### config.mk
export PLATFORM = sky130hd
export DESIGN_NAME = register_file_flat
export DESIGN_NICKNAME = d
export VERILOG_FILES = /design/src/rtl/register_file_pkg.sv /design/src/rtl/register_file_if.sv /design/src/rtl/register_file_scoreboard.sv /design/src/rtl/register_file.sv /design/src/flat_wrapper.sv
export SDC_FILE = /design/constraint.sdc
export NUM_CORES = 2
export LEC_CHECK = 0
export BUFFER_PORTS_ARGS = -buffer_cell sky130_fd_sc_hd__buf_2
export CORE_ASPECT_RATIO = 0.7
export CORE_UTILIZATION = 50
export CTS_CLUSTER_SIZE = 10
export DETAILED_ROUTE_END_ITERATION = 16
export PLACE_DENSITY = 0.77
export REMOVE_ABC_BUFFERS = 1
export SLEW_MARGIN = 20
export SYNTH_ARGS = -nofsm -noshare
export SYNTH_HDL_FRONTEND = slang
export SYNTH_SLANG_ARGS = --single-unit
### constraint.sdc
create_clock -name clk -period 5.35 [get_ports clk]
set_clock_uncertainty 0.1 [all_clocks]
set_input_delay 0.8025 -clock clk [delete_from_list [all_inputs] [get_ports clk]]
set_output_delay 0.8025 -clock clk [all_outputs]
set_load 0.05 [all_outputs]
### src/rtl/register_file_pkg.sv
// Shared core types for the register file: widths, index type, write-back request and a popcount helper.
`default_nettype none

package register_file_pkg;

  localparam int XLEN     = 64;
  localparam int NUM_REGS = 32;
  localparam int IDX_W    = $clog2(NUM_REGS);
  localparam int CNT_W    = $clog2(NUM_REGS + 1);

  typedef logic [IDX_W-1:0] reg_idx_t;
  typedef logic [XLEN-1:0]  xlen_t;

  typedef struct packed {
    logic     valid;
    reg_idx_t dest;
    xlen_t    data;
  } wb_req_t;

  function automatic logic [CNT_W-1:0] popcount(input logic [NUM_REGS-1:0] v);
    logic [CNT_W-1:0] c;
    c = '0;
    for (int i = 0; i < NUM_REGS; i++) begin
      c = c + CNT_W'(v[i]);
    end
    return c;
  endfunction

endpackage

`default_nettype wire

### src/rtl/register_file_if.sv
// Core-side bundle for the register file: two read ports, issue, write-back and status outputs.
`default_nettype none

interface register_file_if;
  import register_file_pkg::*;

  reg_idx_t         read_addr_a;
  reg_idx_t         read_addr_b;
  xlen_t            read_data_a;
  xlen_t            read_data_b;
  logic             read_busy_a;
  logic             read_busy_b;
  logic             issue_valid;
  reg_idx_t         issue_dest;
  logic             wb_valid;
  reg_idx_t         wb_dest;
  xlen_t            wb_data;
  logic             wb_ack;
  logic [CNT_W-1:0] busy_count;
  logic             wb_unexpected;

  modport master (
    output read_addr_a, read_addr_b, issue_valid, issue_dest, wb_valid, wb_dest, wb_data,
    input  read_data_a, read_data_b, read_busy_a, read_busy_b, wb_ack, busy_count, wb_unexpected
  );

  modport slave (
    input  read_addr_a, read_addr_b, issue_valid, issue_dest, wb_valid, wb_dest, wb_data,
    output read_data_a, read_data_b, read_busy_a, read_busy_b, wb_ack, busy_count, wb_unexpected
  );

endinterface

`default_nettype wire

### src/rtl/register_file_scoreboard.sv
// reg_scoreboard: pending bit per architectural register plus registered population count.
`default_nettype none

module reg_scoreboard
  import register_file_pkg::*;
(
  input  wire logic                clk,
  input  wire logic                reset,
  input  wire logic                set_valid,
  input  wire reg_idx_t            set_idx,
  input  wire logic                clr_valid,
  input  wire reg_idx_t            clr_idx,
  output logic [NUM_REGS-1:0]      pending,
  output logic [CNT_W-1:0]         busy_count
);

  logic [NUM_REGS-1:0] pending_nxt;

  // Clear first so a same-cycle set on the same index wins.
  always_comb begin
    pending_nxt = pending;
    if (clr_valid && (clr_idx != '0)) pending_nxt[clr_idx] = 1'b0;
    if (set_valid && (set_idx != '0)) pending_nxt[set_idx] = 1'b1;
    pending_nxt[0] = 1'b0;
  end

  always_ff @(posedge clk or negedge reset) begin
    if (!reset) begin
      pending    <= '0;
      busy_count <= '0;
    end else begin
      pending    <= pending_nxt;
      busy_count <= popcount(pending_nxt);
    end
  end

endmodule

`default_nettype wire

### src/rtl/register_file.sv
// register_file: 2-read/1-write architectural register file with issue scoreboard.
// Optional same-cycle write-back bypass on the read ports: define REGFILE_BYPASS_EN.
`default_nettype none

module register_file
  import register_file_pkg::*;
(
  input  wire logic     clk,
  input  wire logic     reset,
  register_file_if.slave bus
);

  xlen_t               regs [NUM_REGS];
  wb_req_t             wb;
  logic [NUM_REGS-1:0] pending;
  logic                wb_write;

  assign wb       = {bus.wb_valid, bus.wb_dest, bus.wb_data};
  assign wb_write = wb.valid && (wb.dest != '0);

  reg_scoreboard u_scoreboard (
    .clk        (clk),
    .reset      (reset),
    .set_valid  (bus.issue_valid),
    .set_idx    (bus.issue_dest),
    .clr_valid  (wb.valid),
    .clr_idx    (wb.dest),
    .pending    (pending),
    .busy_count (bus.busy_count)
  );

  always_ff @(posedge clk or negedge reset) begin
    if (!reset) begin
      for (int i = 0; i < NUM_REGS; i++) regs[i] <= '0;
      bus.wb_ack        <= 1'b0;
      bus.wb_unexpected <= 1'b0;
    end else begin
      if (wb_write) regs[wb.dest] <= wb.data;
      bus.wb_ack <= wb.valid;
      if (wb_write && !pending[wb.dest]) bus.wb_unexpected <= 1'b1;
    end
  end

  always_comb begin
    bus.read_data_a = (bus.read_addr_a == '0) ? '0 : regs[bus.read_addr_a];
    bus.read_busy_a = pending[bus.read_addr_a];
`ifdef REGFILE_BYPASS_EN
    if (wb_write && (wb.dest == bus.read_addr_a)) begin
      bus.read_data_a = wb.data;
      bus.read_busy_a = bus.issue_valid && (bus.issue_dest == bus.read_addr_a);
    end
`endif
  end

  always_comb begin
    bus.read_data_b = (bus.read_addr_b == '0) ? '0 : regs[bus.read_addr_b];
    bus.read_busy_b = pending[bus.read_addr_b];
`ifdef REGFILE_BYPASS_EN
    if (wb_write && (wb.dest == bus.read_addr_b)) begin
      bus.read_data_b = wb.data;
      bus.read_busy_b = bus.issue_valid && (bus.issue_dest == bus.read_addr_b);
    end
`endif
  end

endmodule

`default_nettype wire

### src/flat_wrapper.sv
// flat-port wrapper written by rule: the top's interface ports become plain ports
module register_file_flat import register_file_pkg::*;
  (clk, reset, bus_read_addr_a, bus_read_addr_b, bus_issue_valid, bus_issue_dest, bus_wb_valid, bus_wb_dest, bus_wb_data, bus_read_data_a, bus_read_data_b, bus_read_busy_a, bus_read_busy_b, bus_wb_ack, bus_busy_count, bus_wb_unexpected);
  register_file_if bus_i ();
  input  wire logic clk;
  input  wire logic reset;
  input wire logic [$bits(bus_i.read_addr_a)-1:0] bus_read_addr_a;
  input wire logic [$bits(bus_i.read_addr_b)-1:0] bus_read_addr_b;
  input wire logic [$bits(bus_i.issue_valid)-1:0] bus_issue_valid;
  input wire logic [$bits(bus_i.issue_dest)-1:0] bus_issue_dest;
  input wire logic [$bits(bus_i.wb_valid)-1:0] bus_wb_valid;
  input wire logic [$bits(bus_i.wb_dest)-1:0] bus_wb_dest;
  input wire logic [$bits(bus_i.wb_data)-1:0] bus_wb_data;
  output wire logic [$bits(bus_i.read_data_a)-1:0] bus_read_data_a;
  output wire logic [$bits(bus_i.read_data_b)-1:0] bus_read_data_b;
  output wire logic [$bits(bus_i.read_busy_a)-1:0] bus_read_busy_a;
  output wire logic [$bits(bus_i.read_busy_b)-1:0] bus_read_busy_b;
  output wire logic [$bits(bus_i.wb_ack)-1:0] bus_wb_ack;
  output wire logic [$bits(bus_i.busy_count)-1:0] bus_busy_count;
  output wire logic [$bits(bus_i.wb_unexpected)-1:0] bus_wb_unexpected;
  assign bus_i.read_addr_a = bus_read_addr_a;
  assign bus_i.read_addr_b = bus_read_addr_b;
  assign bus_i.issue_valid = bus_issue_valid;
  assign bus_i.issue_dest = bus_issue_dest;
  assign bus_i.wb_valid = bus_wb_valid;
  assign bus_i.wb_dest = bus_wb_dest;
  assign bus_i.wb_data = bus_wb_data;
  assign bus_read_data_a = bus_i.read_data_a;
  assign bus_read_data_b = bus_i.read_data_b;
  assign bus_read_busy_a = bus_i.read_busy_a;
  assign bus_read_busy_b = bus_i.read_busy_b;
  assign bus_wb_ack = bus_i.wb_ack;
  assign bus_busy_count = bus_i.busy_count;
  assign bus_wb_unexpected = bus_i.wb_unexpected;
  register_file u_core (.clk(clk), .reset(reset), .bus(bus_i));
endmodule
* Yosys cells after proc, flatten, opt, wreduce, memory -nomap -nowiden
Cells that the tools add are included.
** Word-level totals
- Register bits :: 2087
** Operators by class
- Reduce and logical (&&, ||, !) cells :: 11
- $add $sub $neg :: 30
- Magnitude comparators :: 10
- Multiplexer cells :: 23
- Bitwise gates (word level) :: 6
** Operator list (count)
- $bwmux 2048 :: 1
- $bmux 64 s5 :: 2
- $mux 64 :: 7
- $demux 64 s5 :: 1
- $add 6x1->6 :: 25
- $mux 32 :: 2
- $and 32x32->32 :: 1
- $not 32->32 :: 1
- $or 32x32->32 :: 1
- $lt 5x6->1 const B :: 4
- $ge 6x6->1 const B :: 3
- $not 5->6 :: 3
- $bmux 1 s5 :: 3
- $demux 1 s5 :: 2
- $ge 5x1->1 const B :: 2
- $logic_not 5->1 :: 2
- $reduce_bool 5->1 :: 2
- $add 5x1->6 :: 1
- $logic_and 1x1->1 :: 6
- $lt 6x1->1 const B :: 1
- $add 4x1->5 :: 1
- $mux 1 :: 5
- $add 3x1->4 :: 1
- $add 2x1->3 :: 1
- 2 further kinds :: 2

* Logic depth before layout (Yosys ltp)
- Depth in word-level cells :: 39
- Gate-level depth with buffers :: 23
- Mapped depth without buffers :: 20

* Hierarchy
A second synthesis with hierarchy kept.
** Second synthesis, totals
- Cells, all modules :: 6972
- Area, all modules :: 111199.1 um^2
** Modules (own cells, without submodules)
- register_file :: instances 1, cells each 6753, area each 108870.7 um^2
- reg_scoreboard :: instances 1, cells each 219, area each 2328.5 um^2

* Least setup slack after synthesis
Ideal clock, no wire load.
- Kind :: input to register
- Start :: input port bus_wb_dest[4]
- End :: register u_core.u_scoreboard.busy_count[4]
- Stages :: 23
- Slack :: -1.062 ns
- Buffers on the path :: 3
- Arrival :: 6.232 ns
- Cell sequence :: buf_2 > nor2b_1 > nor2b_1 > nand2_1 > clkbuf_1 > buf_2 > a22o_1 > fa_1 > inv_1 > fa_1 > fa_1 > inv_1 > fa_1 > inv_1 > fa_1 > fa_1 > fa_1 > inv_1 > fa_1 > nand2_1 > nand2_1 > a21oi_1 > xnor2_1
** Between the ends
- Elaborated cells between the ends (all ways) :: 42
- Those cells by class :: add/sub: 30; order compare: 2; mux: 4; bitwise: 3; reduce/logical: 3
** RTL lines
- from (decl) :: line flat_wrapper.sv:12 : input wire logic [$bits(bus_i.wb_dest)-1:0] bus_wb_dest;
- $lt 5x6->1 (not written as such) or $ge 5x1->1 (tied branches) :: line register_file_scoreboard.sv:22 : if (clr_valid && (clr_idx != '0)) pending_nxt[clr_idx] = 1'b0;
- $logic_and 1x1->1 (not written as such) :: line register_file_scoreboard.sv:22
- $mux 1 (not written as such) :: line register_file_scoreboard.sv:22
- $demux 1 s5 :: line register_file_scoreboard.sv:22
- $not 32->32 (no line)
- $and 32x32->32 (no line)
- $mux 32 (*) :: line register_file_scoreboard.sv:22
- $or 32x32->32 (no line)
- $mux 32 (*) :: line register_file_scoreboard.sv:23 : if (set_valid && (set_idx != '0)) pending_nxt[set_idx] = 1'b1;
- via u_core.u_scoreboard.pending_nxt[18] :: line register_file_scoreboard.sv:17 : logic [NUM_REGS-1:0] pending_nxt;
- $add 6x1->6 (*) (14 in a row) :: line register_file_pkg.sv:24 : c = c + CNT_W'(v[i]);
- to (signal assigned) :: line register_file_scoreboard.sv:33 : busy_count <= popcount(pending_nxt);
- to (decl) :: line register_file_scoreboard.sv:14 : output logic [CNT_W-1:0] busy_count
The timed path passes the listed nets; every way through them passes the cells marked *.
A chain may end at the register's enable or synchronous reset.

* Final worst setup path
- Start :: input port bus_wb_dest[1]
- End :: register u_core.u_scoreboard.busy_count[4]
Same word-level chain as after synthesis.

==> tab_implementation.tex <==
\begin{tabular}{lr}
\hline
Metric & Value \\
\hline
\multicolumn{2}{l}{\textbf{Power}} \\
Part of the total power dissipated in sequential elements & 43.0\% \\
Clock group share of total power & 28.8\% \\
Combinational share of power & 28.3\% \\
Worst vdd ir & 0.656 mV \\
Switching share of total power & 30.3\% \\
LEAKAGE & 53.9 nW \\
Power Density & 402 nW/µm² \\
NetSw & 14.9 mW \\
Internal power of the cells & 34.4 mW \\
\multicolumn{2}{l}{\textbf{Detailed routing}} \\
DR vias/cell & 6.98 \\
Average wire per cell in the routed design & 33.4 µm \\
Detailed-route wire length & 332 mm \\
First-pass iteration count of the detailed router & 6 \\
Detailed-route via count & 69400 \\
Remaining design rule violation count & 0 \\
Iter 0 DRT Violations & 8082 \\
ANT nets after route & 0 \\
\multicolumn{2}{l}{\textbf{Critical path}} \\
Cell depth of the worst flop-to-flop path & 17 \\
Launch instance of the worst register-to-register path & u\_core.u\_scoreboard.pending[18]\$\_DFF\_PN0\_ \\
Arrival time worst endpoint & 5.98 ns \\
Worst setup startpoint & bus\_wb\_dest[1] \\
Critical Path End Type & flop \\
Critical path startpoint category & input port \\
CP Class & input port to flop \\
Worst EP required & 6.06 ns \\
Critical path peak fanout & 5 \\
\multicolumn{2}{l}{\textbf{Final layout}} \\
Area of all placed cells without fillers & 123000 µm² \\
Fill cell total of the finished layout & 16800 \\
Layout-stage area growth over the synthesis result & 10.5\% \\
Post-layout instance count excluding filler cells & 9939 \\
Share of layout cells above drive strength 1 & 57.2\% \\
Number of nets at the end of the flow & 7109 \\
\multicolumn{2}{l}{\textbf{Floorplanning}} \\
Area enclosed by the die boundary & 224000 µm² \\
Die Y-Extent & 396 µm \\
Row cnt & 144 \\
Chip Width & 565 µm \\
Ports placed on the boundary & 226 \\
Area of the core & 220000 µm² \\
Effective utilization at floorplan & 50.4\% \\
\multicolumn{2}{l}{\textbf{Clock network}} \\
CTS tree & done \\
H-tree depth & 4 \\
Root buffer cell & clkbuf\_16 \\
TritonCTS Buffers & 237 \\
Clock buffer depth & 4 \\
Clock-pin slew on the worst setup and hold paths & 0.06 ns \\
Number of clock sinks & 2085 \\
Latest clock arrival within the worst-skew pair & 0.87 ns \\
\multicolumn{2}{l}{\textbf{Synth}} \\
Gate Count Post-Synth & 7004 \\
Top cells by area in the synthesized netlist & dfrtp\_1, mux4\_2, mux2\_2, mux2i\_1, clkbuf\_1 \\
Most used flip-flop cell after synthesis & dfrtp\_1 \\
Share of synthesized area occupied by flip-flops and latches & 47.0\% \\
Flip-flop and latch count after synthesis & 2085 \\
Async S/R FF share, synth & 100\% \\
Yosys warnings & 0 \\
Library cell with the largest summed area after synthesis & dfrtp\_1 \\
Synth unique cells & 60 \\
Avg Synthesized Cell Area & 15.9 µm² \\
Netlist area before placement & 111000 µm² \\
Cell types with the highest counts after synthesis & dfrtp\_1, mux2\_2, mux4\_2, clkbuf\_1, buf\_2 \\
Most frequently used cell type in the post-synthesis netlist & dfrtp\_1 \\
Top cell type's share of synthesized area & 47.0\% \\
Number of enable-type register cells in the synthesized netlist & 0 \\
\multicolumn{2}{l}{\textbf{Placed design}} \\
Pre-CTS setup slack & -1.33 ns \\
Cell count after placement & 9662 \\
Routability cong. & 0.895 \\
Standard cell area after detailed placement & 116000 µm² \\
Number of port buffers & 225 \\
DP Wirelength & 196 mm \\
\multicolumn{2}{l}{\textbf{Timing}} \\
Setup tns final & 0 ns \\
Slew at the pin closest to its max-slew limit & 1.21 ns \\
Portion of the clock cycle consumed by the worst path in the final layout & 98.5\% \\
RSZ-0062 raised after global routing & true \\
Worst Setup Slack, final & 0.0806 ns \\
Fin crit period & 5.27 ns \\
Headroom to the max-slew limit & 19.1\% \\
Worst Hold Slack & 0.146 ns \\
Final hold viol count & 0 \\
Maximum clock frequency & 190 MHz \\
Final slew viol count & 0 \\
Setup violations, final & 0 \\
\multicolumn{2}{l}{\textbf{GRT}} \\
Global route total overflow & 0 \\
Tot GR Track Use & 29.9\% \\
Largest net degree at the start of global routing & 190 \\
Number of antenna violations at the first check in global routing & 25 \\
First-pass GRT wire length & 497 mm \\
Via count of the first global-routing pass & 72500 \\
\multicolumn{2}{l}{\textbf{Hold path}} \\
Hold Crit Depth & 2 \\
Startpoint of the tightest hold check path & bus\_wb\_valid \\
Path category of the worst min-delay check & input port to flop \\
\multicolumn{2}{l}{\textbf{Flow run}} \\
Max\_cap viols & 0 \\
\multicolumn{2}{l}{\textbf{Status}} \\
Result of the run & finished, final reports clean \\
\hline
\end{tabular}
[per-stage QoR]
step	power, mW	utilization, %
after global routing	51.7	55.7
after floorplan	30.0	-
after detailed placement	34.8	52.7
after global placement	34.1	52.7
final	49.3	55.7
after CTS	49.1	55.6
[final timing paths]
| kind | slack (ns) | endpoint |
|---|---|---|
| worst max-delay path | 0.08 | u_core.u_scoreboard.busy_count[4]$_DFF_PN0_ |
| worst min-delay path | 0.15 | u_core.bus.wb_ack$_DFF_PN0_ |
| worst max register to register | 0.15 | u_core.u_scoreboard.busy_count[4]$_DFF_PN0_ |
| worst min register to register | 0.27 | u_core.regs[2003]$_DFFE_PN0P_ |
| max in group asynchronous | 3.13 | u_core.regs[1493]$_DFFE_PN0P_ |
| min in group asynchronous | 0.49 | u_core.regs[113]$_DFFE_PN0P_ |
[flip-flops by register name (all words and copies together) (netlist names)]
signal,count
u_core.bus.wb_ack,1
u_core.bus.wb_unexpected,1
u_core.regs,2046
u_core.u_scoreboard.busy_count,6
u_core.u_scoreboard.pending,31
[kinds of logic (layout without fill, tap and decap cells)]
group                    count (synthesis)  in the layout  share of synthesized area [%]
AO/OA/AOI/OAI                          370            370                           2.39
flip-flops                            2085           2085                           47.0
AND/OR/NAND/NOR                        228            228                           1.06
other                                    0              5                              0
buffers and inverters                  849            859                           3.35
adder cells (fa/ha/maj)                 30             30                          0.493
multiplexers                          3440           3440                           45.7
XOR/XNOR                                 2              2                         0.0158
[layout by cell type (no fill, tap or decap), types with 6 or more instances in the layout]
master | synthesis | layout
buf_4 | 29 | 247
ha_1 | 7 | 7
clkbuf_1 | 425 | 11
nand2b_1 | 12 | 10
mux2_1 | 28 | 28
nor2_4 | 0 | 17
or2_2 | 6 | 6
o21ai_0 | 19 | 15
a21o_1 | 88 | 88
buf_8 | 0 | 7
buf_6 | 7 | 14
nand2_1 | 84 | 65
a211o_1 | 6 | 6
mux2i_1 | 298 | 298
a22oi_1 | 47 | 41
fa_1 | 23 | 20
a21oi_1 | 22 | 21
dfrtp_1 | 2085 | 2084
o22ai_1 | 107 | 107
nand2_4 | 0 | 16
mux4_2 | 1101 | 1101
nor2b_1 | 23 | 20
nor4_1 | 10 | 8
and3_1 | 16 | 16
clkbuf_16 | 0 | 240
nor3_1 | 11 | 9
a22o_1 | 34 | 33
a221oi_1 | 8 | 8
inv_1 | 35 | 29
nor2_1 | 22 | 16
mux2_2 | 2013 | 2013
nor3b_1 | 10 | 6
a22oi_2 | 0 | 6
buf_2 | 300 | 202
buf_12 | 0 | 87
[routing by layer]
metal	global-route usage, %	share of wire, %	wire [µm]	vias to the layer above
li1	-	-	-	27100
met1	42.7	41	135000	38000
met2	44.8	46	151000	3584
met3	7.37	9.7	32200	752
met4	10.7	3.9	13000	12
met5	0	0.024	78	-
[area by class of cell]
| type | instances | area, µm² | share of cell area (%) |
|---|---|---|---|
| clock buffer | 254 | 6090 | 4.96 |
| clock inverter | 8 | 100 | 0.0816 |
| sequential | 2085 | 52200 | 42.5 |
| antenna | 5 | 12.5 | 0.0102 |
| inverter | 36 | 143 | 0.116 |
| multi-input combinational | 4070 | 55600 | 45.3 |
| tap | 2920 | 3650 | 2.98 |
| timing repair buffer | 561 | 4930 | 4.02 |
[critical path, stage by stage]
cell and delay (ns):
clkbuf_4 0.15, nor3b_2 0.18, buf_4 0.17, nand2_4 0.05, a22o_4 0.23, fa_2 0.62, inv_2 0.06, fa_1 0.50
fa_1 0.56, inv_2 0.04, fa_1 0.50, inv_2 0.05, fa_1 0.48, fa_1 0.57, fa_2 0.24, inv_2 0.04
fa_2 0.37, nand2_2 0.08, nand2_2 0.05, a21oi_2 0.13, xnor2_1 0.12
[power groups by stage]
| stage | Combinational (mW) | Clock [mW] | Sequential [mW] |
|---|---|---|---|
| after global routing | 15.1 | 15.0 | 21.5 |
| after detailed placement | 13.5 | 0 | 21.3 |
| after floorplan | 9.50 | 0 | 20.5 |
| after CTS | 13.7 | 14.4 | 21.1 |
| after global placement | 13.2 | 0 | 20.9 |
| final | 13.9 | 14.2 | 21.2 |
[what timing repair did]
action | CTS | global route
endpoints found under the setup margin | 5 | 4
pin swaps | 2 | 29
buffers inserted | 1 | 7
gates resized for setup | 4 | 70
hold endpoints to repair | 63 | 0
hold buffers | 1 | 0
cloned | 0 | 2
Power figures use the tool's default switching activity.
